`src/rtl/hazard_forward_unit.sv`:
```
`default_nettype none
// ============================================================================
// Module   : hazard_forward_unit
// Purpose  : Hazard and forwarding controller for a 5-stage MIPS pipeline.
//            Shadows the destination-register state of the EX, MEM and WB
//            instructions. From that state it derives the EX operand forward
//            selects, load-use stalls and taken-branch flushes. It also keeps
//            saturating stall/flush performance counters.
// Ports    :
//   clk, rst          - clock; synchronous active-high reset
//   id_rs_i/id_rt_i   - source register fields of the ID instruction
//   id_dest_i         - destination register of the ID instruction
//   id_reg_write_i    - ID instruction writes the register file
//   id_mem_read_i     - ID instruction is a load
//   id_uses_rt_i      - ID instruction reads rt
//   branch_taken_i    - branch in EX resolved taken
//   mem_stall_i       - data memory not ready; freezes the pipeline
//   Ai_o/Bi_o         - EX operand selects (00 RF, 10 EX/MEM, 01 MEM/WB)
//   pc_write_o        - PC may update
//   ifid_write_o      - IF/ID may load
//   ifid_flush_o      - IF/ID loads a NOP
//   idex_bubble_o     - ID/EX loads a NOP
//   stall_count_o     - saturating count of load-use stall cycles
//   flush_count_o     - saturating count of branch flushes
// Revision : 1.0 - initial release
// ============================================================================
module hazard_forward_unit #(
  parameter int CNT_W = 16
) (
  input  logic             clk,
  input  logic             rst,
  input  logic [4:0]       id_rs_i,
  input  logic [4:0]       id_rt_i,
  input  logic [4:0]       id_dest_i,
  input  logic             id_reg_write_i,
  input  logic             id_mem_read_i,
  input  logic             id_uses_rt_i,
  input  logic             branch_taken_i,
  input  logic             mem_stall_i,
  output logic [1:0]       Ai_o,
  output logic [1:0]       Bi_o,
  output logic             pc_write_o,
  output logic             ifid_write_o,
  output logic             ifid_flush_o,
  output logic             idex_bubble_o,
  output logic [CNT_W-1:0] stall_count_o,
  output logic [CNT_W-1:0] flush_count_o
);

  // Per-cycle pipeline action, in priority order freeze > flush > stall > normal.
  localparam logic [1:0] c_MODE_NORMAL = 2'd0;
  localparam logic [1:0] c_MODE_STALL  = 2'd1;
  localparam logic [1:0] c_MODE_FLUSH  = 2'd2;
  localparam logic [1:0] c_MODE_FREEZE = 2'd3;

  localparam logic [1:0] c_SEL_RF  = 2'b00;
  localparam logic [1:0] c_SEL_MEM = 2'b10;
  localparam logic [1:0] c_SEL_WB  = 2'b01;

  localparam logic [CNT_W-1:0] c_CNT_MAX = {CNT_W{1'b1}};
  localparam logic [CNT_W-1:0] c_CNT_ONE = {{(CNT_W-1){1'b0}}, 1'b1};

  // Shadow pipeline state
  logic [4:0] ex_rs_q,   ex_rs_d;
  logic [4:0] ex_rt_q,   ex_rt_d;
  logic [4:0] ex_dest_q, ex_dest_d;
  logic       ex_rw_q,   ex_rw_d;
  logic       ex_mr_q,   ex_mr_d;
  logic [4:0] mem_dest_q, mem_dest_d;
  logic       mem_rw_q,   mem_rw_d;
  logic [4:0] wb_dest_q,  wb_dest_d;
  logic       wb_rw_q,    wb_rw_d;
  logic [CNT_W-1:0] stall_cnt_q, stall_cnt_d;
  logic [CNT_W-1:0] flush_cnt_q, flush_cnt_d;

  logic       w_load_use;
  logic [1:0] w_mode;

  // A load in EX whose (non-zero) destination is read by the ID instruction.
  // rt only counts when the ID instruction actually reads it.
  assign w_load_use = ex_mr_q && (ex_dest_q != 5'd0) &&
                      ((ex_dest_q == id_rs_i) ||
                       (id_uses_rt_i && (ex_dest_q == id_rt_i)));

  always_comb begin
    if (mem_stall_i)         w_mode = c_MODE_FREEZE;
    else if (branch_taken_i) w_mode = c_MODE_FLUSH;
    else if (w_load_use)     w_mode = c_MODE_STALL;
    else                     w_mode = c_MODE_NORMAL;
  end

  // --------------------------------------------------------------------------
  // State register
  // --------------------------------------------------------------------------
  always_ff @(posedge clk) begin
    if (rst) begin
      ex_rs_q     <= 5'd0;
      ex_rt_q     <= 5'd0;
      ex_dest_q   <= 5'd0;
      ex_rw_q     <= 1'b0;
      ex_mr_q     <= 1'b0;
      mem_dest_q  <= 5'd0;
      mem_rw_q    <= 1'b0;
      wb_dest_q   <= 5'd0;
      wb_rw_q     <= 1'b0;
      stall_cnt_q <= '0;
      flush_cnt_q <= '0;
    end else begin
      ex_rs_q     <= ex_rs_d;
      ex_rt_q     <= ex_rt_d;
      ex_dest_q   <= ex_dest_d;
      ex_rw_q     <= ex_rw_d;
      ex_mr_q     <= ex_mr_d;
      mem_dest_q  <= mem_dest_d;
      mem_rw_q    <= mem_rw_d;
      wb_dest_q   <= wb_dest_d;
      wb_rw_q     <= wb_rw_d;
      stall_cnt_q <= stall_cnt_d;
      flush_cnt_q <= flush_cnt_d;
    end
  end

  // --------------------------------------------------------------------------
  // Next-state logic
  // --------------------------------------------------------------------------
  always_comb begin
    // Default: hold everything (freeze)
    ex_rs_d     = ex_rs_q;
    ex_rt_d     = ex_rt_q;
    ex_dest_d   = ex_dest_q;
    ex_rw_d     = ex_rw_q;
    ex_mr_d     = ex_mr_q;
    mem_dest_d  = mem_dest_q;
    mem_rw_d    = mem_rw_q;
    wb_dest_d   = wb_dest_q;
    wb_rw_d     = wb_rw_q;
    stall_cnt_d = stall_cnt_q;
    flush_cnt_d = flush_cnt_q;

    if (w_mode != c_MODE_FREEZE) begin
      // MEM and WB advance whenever the pipeline is not frozen
      mem_dest_d = ex_dest_q;
      mem_rw_d   = ex_rw_q;
      wb_dest_d  = mem_dest_q;
      wb_rw_d    = mem_rw_q;

      if (w_mode == c_MODE_NORMAL) begin
        ex_rs_d   = id_rs_i;
        ex_rt_d   = id_rt_i;
        ex_dest_d = id_dest_i;
        ex_rw_d   = id_reg_write_i;
        ex_mr_d   = id_mem_read_i;
      end else begin
        // Flush and stall both inject a bubble into EX
        ex_rs_d   = 5'd0;
        ex_rt_d   = 5'd0;
        ex_dest_d = 5'd0;
        ex_rw_d   = 1'b0;
        ex_mr_d   = 1'b0;
      end

      if ((w_mode == c_MODE_STALL) && (stall_cnt_q != c_CNT_MAX))
        stall_cnt_d = stall_cnt_q + c_CNT_ONE;
      if ((w_mode == c_MODE_FLUSH) && (flush_cnt_q != c_CNT_MAX))
        flush_cnt_d = flush_cnt_q + c_CNT_ONE;
    end
  end

  // --------------------------------------------------------------------------
  // Pipeline control outputs
  // --------------------------------------------------------------------------
  always_comb begin
    pc_write_o    = 1'b1;
    ifid_write_o  = 1'b1;
    ifid_flush_o  = 1'b0;
    idex_bubble_o = 1'b0;
    case (w_mode)
      c_MODE_FREEZE: begin
        pc_write_o   = 1'b0;
        ifid_write_o = 1'b0;
      end
      c_MODE_FLUSH: begin
        ifid_flush_o  = 1'b1;
        idex_bubble_o = 1'b1;
      end
      c_MODE_STALL: begin
        pc_write_o    = 1'b0;
        ifid_write_o  = 1'b0;
        idex_bubble_o = 1'b1;
      end
      default: ;
    endcase
  end

  // --------------------------------------------------------------------------
  // Forwarding: registered state only, so selects are stable all cycle.
  // MEM is checked first so the youngest producer wins.
  // --------------------------------------------------------------------------
  always_comb begin
    if (mem_rw_q && (mem_dest_q != 5'd0) && (mem_dest_q == ex_rs_q))
      Ai_o = c_SEL_MEM;
    else if (wb_rw_q && (wb_dest_q != 5'd0) && (wb_dest_q == ex_rs_q))
      Ai_o = c_SEL_WB;
    else
      Ai_o = c_SEL_RF;

    if (mem_rw_q && (mem_dest_q != 5'd0) && (mem_dest_q == ex_rt_q))
      Bi_o = c_SEL_MEM;
    else if (wb_rw_q && (wb_dest_q != 5'd0) && (wb_dest_q == ex_rt_q))
      Bi_o = c_SEL_WB;
    else
      Bi_o = c_SEL_RF;
  end

  assign stall_count_o = stall_cnt_q;
  assign flush_count_o = flush_cnt_q;

endmodule
`default_nettype wire

```
`config.mk`:
```
export PLATFORM = sky130hd
export DESIGN_NAME = hazard_forward_unit
export DESIGN_NICKNAME = d
export VERILOG_FILES = /design/src/rtl/hazard_forward_unit.sv
export SDC_FILE = /design/constraint.sdc
export NUM_CORES = 1
export LEC_CHECK = 0
export ABC_AREA = 1
export BUFFER_PORTS_ARGS = -buffer_cell sky130_fd_sc_hd__buf_4
export CAP_MARGIN = 10
export CORE_MARGIN = 1
export CORE_UTILIZATION = 43
export DETAILED_ROUTE_END_ITERATION = 10
export PLACE_DENSITY = 0.71
export SLEW_MARGIN = 40
export SYNTH_ARGS = -nofsm -noshare
export SYNTH_HDL_FRONTEND = slang
export SYNTH_SLANG_ARGS = --single-unit
```
`constraint.sdc`:
```
create_clock -name clk -period 1.5 [get_ports clk]
set_input_delay 0.375 -clock clk [delete_from_list [all_inputs] [get_ports clk]]
set_output_delay 0.375 -clock clk [all_outputs]
set_load 0.05 [all_outputs]
```
== Yosys cells after proc, flatten, opt, wreduce, memory -nomap -nowiden ==
Cells that the tools add are included.

* Word-level logic and storage cells: 60
* ROM bits: 0
* Memories: 0
* Bits in latches: 0
* Register bits: 61
* Bits of input ports: 22
* Bits in writable memories: 0
* Output and inout port bits: 40

* $add $sub $neg: 2
* Order comparisons: 0
* Shift-type cells: 0
* $mul: 0
* Equal/unequal tests: 12
* Reductions and logical operators: 20
* Div/mod/pow operators: 0
* Multiplexer cells: 15
* Bitwise logic cells: 0

{| class="wikitable"
|+ Operators with widths
! kind !! number
|-
| 16-bit by 1-bit adder with 16-bit output (second input constant) || 2
|-
| 16-bit != test (second input constant) || 2
|-
| 5-bit equality test || 6
|-
| 5-bit two-way mux || 3
|-
| 5-bit nonzero test || 3
|-
| 1-bit logical AND || 11
|-
| 1-bit two-way mux || 8
|-
| 2-bit two-way mux || 4
|-
| 2-bit equality test (second input constant) || 2
|-
| 2-bit AND reduction || 2
|-
| 2-bit OR reduction || 2
|-
| 2-bit by 1-bit equality test with 1-bit output (second input constant) || 1
|-
| 2-bit zero test || 1
|-
| 2-bit != test (second input constant) || 1
|-
| 1-bit logical OR || 1
|}

== Depth between registers and ports, before layout ==
Gate-level depths: netlist of run 1.

* Depth after elaboration: 10
* Gate-level depth with buffers: 11
* Mapped depth without buffers: 11

== Worst setup path before layout of run 1 ==
No wires, ideal clock.

* Path type: register -> output
* Start: register mem_dest_q[2]
* End: output Bi_o[0]
* Arrival: 2830 ps
* Data required time: 1125 ps
* Path buffers: 0
* Cell stages (with the launch flop): 5
* Path slack: -1705 ps
* Cells stage by stage: dfxtp_1 xnor2_1 nand3_1 nor4_1 nor2_1

* Word-level cells in the longest chain between the ends: 4

{| class="wikitable"
|+ Ends and longest elaborated chain
! what !! line !! source
|-
| from (decl) || 69 || <nowiki>logic [4:0] mem_dest_q, mem_dest_d;</nowiki>
|-
| from (signal assigned) || 114 || <nowiki>mem_dest_q <= mem_dest_d;</nowiki>
|-
| 5-bit nonzero test || 207 || <nowiki>if (mem_rw_q && (mem_dest_q != 5'd0) && (mem_dest_q == ex_rt_q))</nowiki>
|-
| 1-bit logical AND || 207 ||
|-
| 1-bit logical AND * || 207 ||
|-
| 2-bit two-way mux * || 207 ||
|-
| to (decl) || 41 || <nowiki>output logic [1:0] Bi_o,</nowiki>
|}

Mark *: on every way between the ends. The rest lies on a longest branch, timed or not.

== Final worst setup path of run 1 ==
* Start: register mem_dest_q[4]
* End: output Bi_o[0]

Same word-level chain as after synthesis.

==> results of run 1 <==
## where the power goes
part,internal (mW),switching (mW)
clock,1.09,0.702
combinational,0.268,0.305
sequential,1.63,0.0487
total,2.99,1.06
## cells in the mapped netlist, types with 3 or more instances
| cell type | number | area, um2 |
|---|---|---|
| nand2_1 | 108 | 405 |
| nor2_1 | 66 | 248 |
| dfxtp_1 | 61 | 1220 |
| inv_1 | 46 | 173 |
| a21oi_1 | 44 | 220 |
| nand3_1 | 37 | 185 |
| o21ai_0 | 22 | 110 |
| xnor2_1 | 16 | 140 |
| nand4_1 | 14 | 87.6 |
| clkbuf_1 | 9 | 33.8 |
| xor2_1 | 9 | 78.8 |
| nor3_1 | 6 | 30.0 |
| nor2_2 | 5 | 31.3 |
| nor2_4 | 5 | 56.3 |
| inv_2 | 4 | 15.0 |
| nand2_2 | 4 | 25.0 |
| nand2_4 | 4 | 45.0 |
| nand3_2 | 4 | 40.0 |
| nor3_2 | 3 | 30.0 |
## flip-flops by register name, indices dropped and copies added (netlist names)
| name | count |
|---|---|
| wb_rw_q | 1 |
| mem_dest_q | 5 |
| stall_count_o | 16 |
| ex_rs_q | 5 |
| mem_rw_q | 1 |
| ex_rw_q | 1 |
| ex_mr_q | 1 |
| ex_rt_q | 5 |
| ex_dest_q | 5 |
| flush_count_o | 16 |
| wb_dest_q | 5 |
## final cells by class
class	count	area, um2
clock buffers	9	124
clock inverters	7	114
fillers	584	2110
inverters	52	224
multi-input cells	366	2260
flip-flops and latches	61	1330
well taps	99	124
repair buffers	140	1150
## how the worst max path moves through the flow
stage | from | to | slack (ns)
after floorplan | mem_dest_q[3] | Bi_o[0] | -0.48
after global placement | id_rs_i[1] | ifid_write_o | -0.26
after detailed placement | id_rs_i[1] | ifid_write_o | -0.28
after CTS | mem_dest_q[4] | Bi_o[0] | -0.60
after global routing | ex_dest_q[1] | ifid_write_o | -0.63
final | mem_dest_q[4] | Bi_o[0] | -0.58
## metal layers
metal	vias up	track usage (%)
met5	-	0
met4	0	7.93
met3	16	5.30
met2	125	39.8
met1	1819	28.0
li1	1889	-
## logic make-up after synthesis
family | after synthesis
xor+xnor | 25
flops | 61
compound gates | 74
buf+inv | 67
simple gates | 264
fa+ha+maj | 2
## worst reg2reg max path, stage by stage, from the launching register on
cell	delay [ns]
dfxtp_2	0.36
inv_2	0.06
nand2_1	0.05
nand2_1	0.05
nor2_2	0.12
nand3_2	0.11
nand2_4	0.13
buf_6	0.12
nand4_4	0.22
nor2_4	0.17
nand2_1	0.07
nand2_1	0.07
nor2_1	0.04
## timing repair
item | in CTS | in global routing
resized for setup | 25 | 72
pin swaps | 13 | 35
setup buffers | 3 | 18
endpoints found under the setup margin | 22 | 54
gates cloned | 1 | 0
==> results.toml, run 1 <==
[run_status]
outcome = "finished, violations left"
violations = "negative setup slack"

[synthesis]
synth_cell_type_count = 39
synthArstFlopShare_pct = 0
synthCells = 493
ys_seq_area_share_pct = 36.1
synth-adder-area-share_pct = 0.740
yosys.area_share.simple_pct = 37.2
synthFlopType = "dfxtp_1"
syn_area_um2 = 3380
syn_avg_cell_area_um2 = 6.86
synth_top_family_by_area = "simple AND/OR/NAND/NOR gates"
synth_edf_count = 0
synth-compound-area-share_pct = 11.5
synth_fp_nets = 517
synth.mux.area_fraction_pct = 0
synth_xor_area_share_pct = 6.47
ys_warn_count = 0
synth.ff_latch_count = 61

[grt]
grt_pass1_vias = 3443
grt.total_usage_pct = 23.1
antenna_found_initial = 0
grt_overflow_total = 0
grt_pass1_wl_um = 15300
grt_max_degree = 29

[place]
place_area_um2 = 4570
place_ws_ns = -0.276
place_congestion = 0.869
place_inst = 698
io_buffers = 61
dpl.hpwl_um = 6820

[final_layout]
nets = 654
final_common_cell = "buf_4"
final_cell_mix = "119 x buf_4, 102 x nand2_1, 56 x nor2_1"
final_area_um2 = 5330
syn_to_final_growth_pct = 57.6
postLayoutCoreUtil_pct = 71.6
final_cells = 734
diodes = 0
drive_gt1_share_pct = 45.4

[power]
irDropWorstVdd_mv = 0.435
total_power_mw = 4.05
leakagePower_nw = 2.24
power.density_nw_per_um2 = 760

[drt]
drt_iter0_markers = 186
wire_per_inst_um = 14.2
met1_length_um = 4460
vias = 3849
ant_nets = 0
dr.max_layer_used = "met4"
first_pass_iters = 5
viasPerCell = 5.24
routed_wirelength_um = 10400
drc = 0
met2WireLength_um = 5190
wl_met3_um = 572

[hold_path]
hold_class = "input port to flop"
min_from = "id_dest_i[1]"
hold_end = "ex_dest_q[1]"
hold_depth = 3

[worst_setup_path]
cp_top_family = "simple AND/OR/NAND/NOR gates"
arrival_ns = 1.71
cpMaxStageDelayCell = "dfxtp_2"
reg2regPathDepth = 12
cpPeakStageDelay_ns = 0.32
crit_chain = "or2_4 > o41ai_4 > buf_4 > nor4_4 > nor2_2 > buf_6"
crit_path_end_kind = "primary output"
rr_endpoint = "stall_count_o[10]"
crit_path_start_kind = "flop"
crit_required_ns = 1.12
worstSetupPathType = "flop to primary output"
crit_buf_inv = 2
rrSetupSlack_ns = -0.18
r2r_start = "ex_dest_q[1]"
cp.depth = 6
cp_max_fo = 2

[floorplan]
fp.coreArea_um2 = 7450
initial_core_util_pct = 45.4
die_area_um2 = 8230
die_x_um = 90.7
die_height_um = 90.7
fp-row-count = 31
ioPinCount = 62

[sta]
setup_tns_ns = -4.97
fin_ws_ns = -0.580
drv_slew = 0
fmax_mhz = 481
final_hold_viol_count = 0
period_share_pct = 139
worstMarginPinSlew_ns = 0.358
setup_viol = 21
rsz0062_at_grt = "yes"
hold_ws_ns = 0.290
post-route-min-period_ns = 2.08
maxSlewHeadroom_pct = 76.0
skew_ns = 0.00955

[clocking]
cts_root_buf = "clkbuf_8"
clock_path_buffers = 2
cts_tree = "built"
cts_buffers = 9
clk_latency_ns = 0.35
cts.clk_slew.worst_paths_ns = 0.07
tritoncts_num_sinks = 61
htreeDepth = 3
cts_hold_buf = 0

[job]
maxCapViolations = 0
Power figures use the tool's default switching activity.
==> inputs of run 2 (changes only) <==
- CORE_UTILIZATION: 43 -> 50
- PLACE_DENSITY: 0.71 -> 0.8
==> run 2 against run 1 <==
Against the previous run: the run ends with design-rule violations, negative setup slack left; sequential power barely moved; sequential share of layout area up 0.11 points; largest power group is now sequential cells; critical endpoint is now Ai_o[0]; critical path depth unchanged; fmax is 2.0% lower.
==> results.toml, run 2 (synthesized netlist as in run 1, its figures left out) <==
[run_status]
outcome = "finished, violations left"
violations = "design-rule violations, negative setup slack"

[sta]
post-route-min-period_ns = 2.12
skew_ns = 0.00692
rsz0062_at_grt = "yes"
fin_ws_ns = -0.623
drv_slew = 0
maxSlewHeadroom_pct = 64.3
worstMarginPinSlew_ns = 0.533
fmax_mhz = 471
setup_viol = 30
period_share_pct = 142
setup_tns_ns = -6.27
final_hold_viol_count = 0

[hold_path]
hold_depth = 3
hold_class = "input port to flop"
hold_end = "ex_dest_q[0]"
min_from = "id_dest_i[0]"

[grt]
antenna_found_initial = 0
grt.total_usage_pct = 29.6
grt_overflow_total = 0
grt_max_degree = 29
grt_pass1_wl_um = 16800
grt_pass1_vias = 3629

[clocking]
tritoncts_num_sinks = 61
clock_path_buffers = 2
cts_hold_buf = 0
cts_root_buf = "clkbuf_8"
htreeDepth = 3
cts_buffers = 9
clk_latency_ns = 0.34
cts_tree = "built"
cts.clk_slew.worst_paths_ns = 0.06

[floorplan]
initial_core_util_pct = 52.4
fp-row-count = 29
fp.coreArea_um2 = 6460
die_height_um = 84.3
die_area_um2 = 7100
ioPinCount = 62
die_x_um = 84.3

[place]
place_ws_ns = -0.301
dpl.hpwl_um = 6800
place_congestion = 0.929
io_buffers = 61

[worst_setup_path]
r2r_start = "ex_dest_q[3]"
rr_endpoint = "stall_count_o[2]"
crit_required_ns = 1.12
cp_max_fo = 2
reg2regPathDepth = 13
rrSetupSlack_ns = -0.22
worstSetupPathType = "flop to primary output"
crit_path_start_kind = "flop"
arrival_ns = 1.75
crit_path_end_kind = "primary output"

[final_layout]
seq_area_um2 = 1330
multi_input_area_um2 = 2280
num-fill-cells = 400
diodes = 0
final_cell_mix = "113 x buf_4, 97 x nand2_1, 52 x nor2_1"
drive_gt1_share_pct = 46.8
nets = 654
syn_to_final_growth_pct = 56.5
final_common_cell = "buf_4"

[drt]
drt_iter0_markers = 292
ant_nets = 0
viasPerCell = 5.65
first_pass_iters = 7
wire_per_inst_um = 16.2
routed_wirelength_um = 11500
vias = 4025
drc = 7

[power]
leakagePower_nw = 2.25
irDropWorstVdd_mv = 0.627
power.density_nw_per_um2 = 709
total_power_mw = 3.76

[job]
maxCapViolations = 0
## run 2: cell count changes in the layout (fill, tap and decap cells not counted), sizes merged
cell / before / now
bufinv: 3 / 0
clkinv: 3 / 1
clkbuf: 9 / 16
clkinvlp: 3 / 1
## run 2: per-layer routing
metal / GRT usage (%) / routed length [um] / up-vias
li1: - / - / 1889
met1: 36.1 / 4480 / 1866
met2: 50.5 / 5770 / 211
met3: 4.92 / 757 / 59
met4: 14.6 / 515 / 0
met5: 0 / 0 / -
## run 2: worst max path at each step
stage	from	end	slack, ns	cells past startpoint
after detailed placement	id_rs_i[1]	ifid_write_o	-0.30	10
after global placement	id_rs_i[1]	ifid_write_o	-0.26	10
after floorplan	mem_dest_q[3]	Bi_o[0]	-0.48	4
after global routing	mem_dest_q[4]	Ai_o[0]	-0.68	6
final	mem_dest_q[4]	Ai_o[0]	-0.62	6
after CTS	mem_dest_q[4]	Ai_o[0]	-0.61	6
## run 2: power by group
part           total (mW)  leakage, nW  internal [mW]  switching (mW)
sequential           1.68        0.523           1.63          0.0483
combinational       0.601         1.63          0.278           0.323
clock                1.47        0.103          0.829           0.644
## run 2: what timing repair did
item,CTS,global route
endpoints found under the setup margin,26,57
hold endpoints to repair,0,0
setup buffers,12,13
pin swaps,24,30
resized for setup,33,73
cloned,1,0
## run 2: worst max-delay path, cell delays in order, from the launching register on
cell	delay (ns)
dfxtp_2	0.32
or2_4	0.25
o41ai_4	0.27
buf_4	0.18
nor3_4	0.04
nor3_4	0.17
buf_6	0.17
## run 2: layout make-up
class                   instances  share of cell area [%]
clock buffers                  16                    3.78
repair buffers                140                    22.0
flip-flops and latches         61                    25.1
well taps                      77                    1.82
inverters                      52                    4.18
multi-input cells             366                    43.1
## run 2: metrics by stage
stage               hold WS [ns]  cell area [um2]  instances  utilization (%)
floorplan                  0.433             3620        493                -
global placement           0.443             4530        674             70.1
detailed placement         0.456             4530        674             70.1
CTS                        0.289             4950        701             76.7
global route               0.299             5300        712             82.0
finish                     0.297             5300        712             82.0
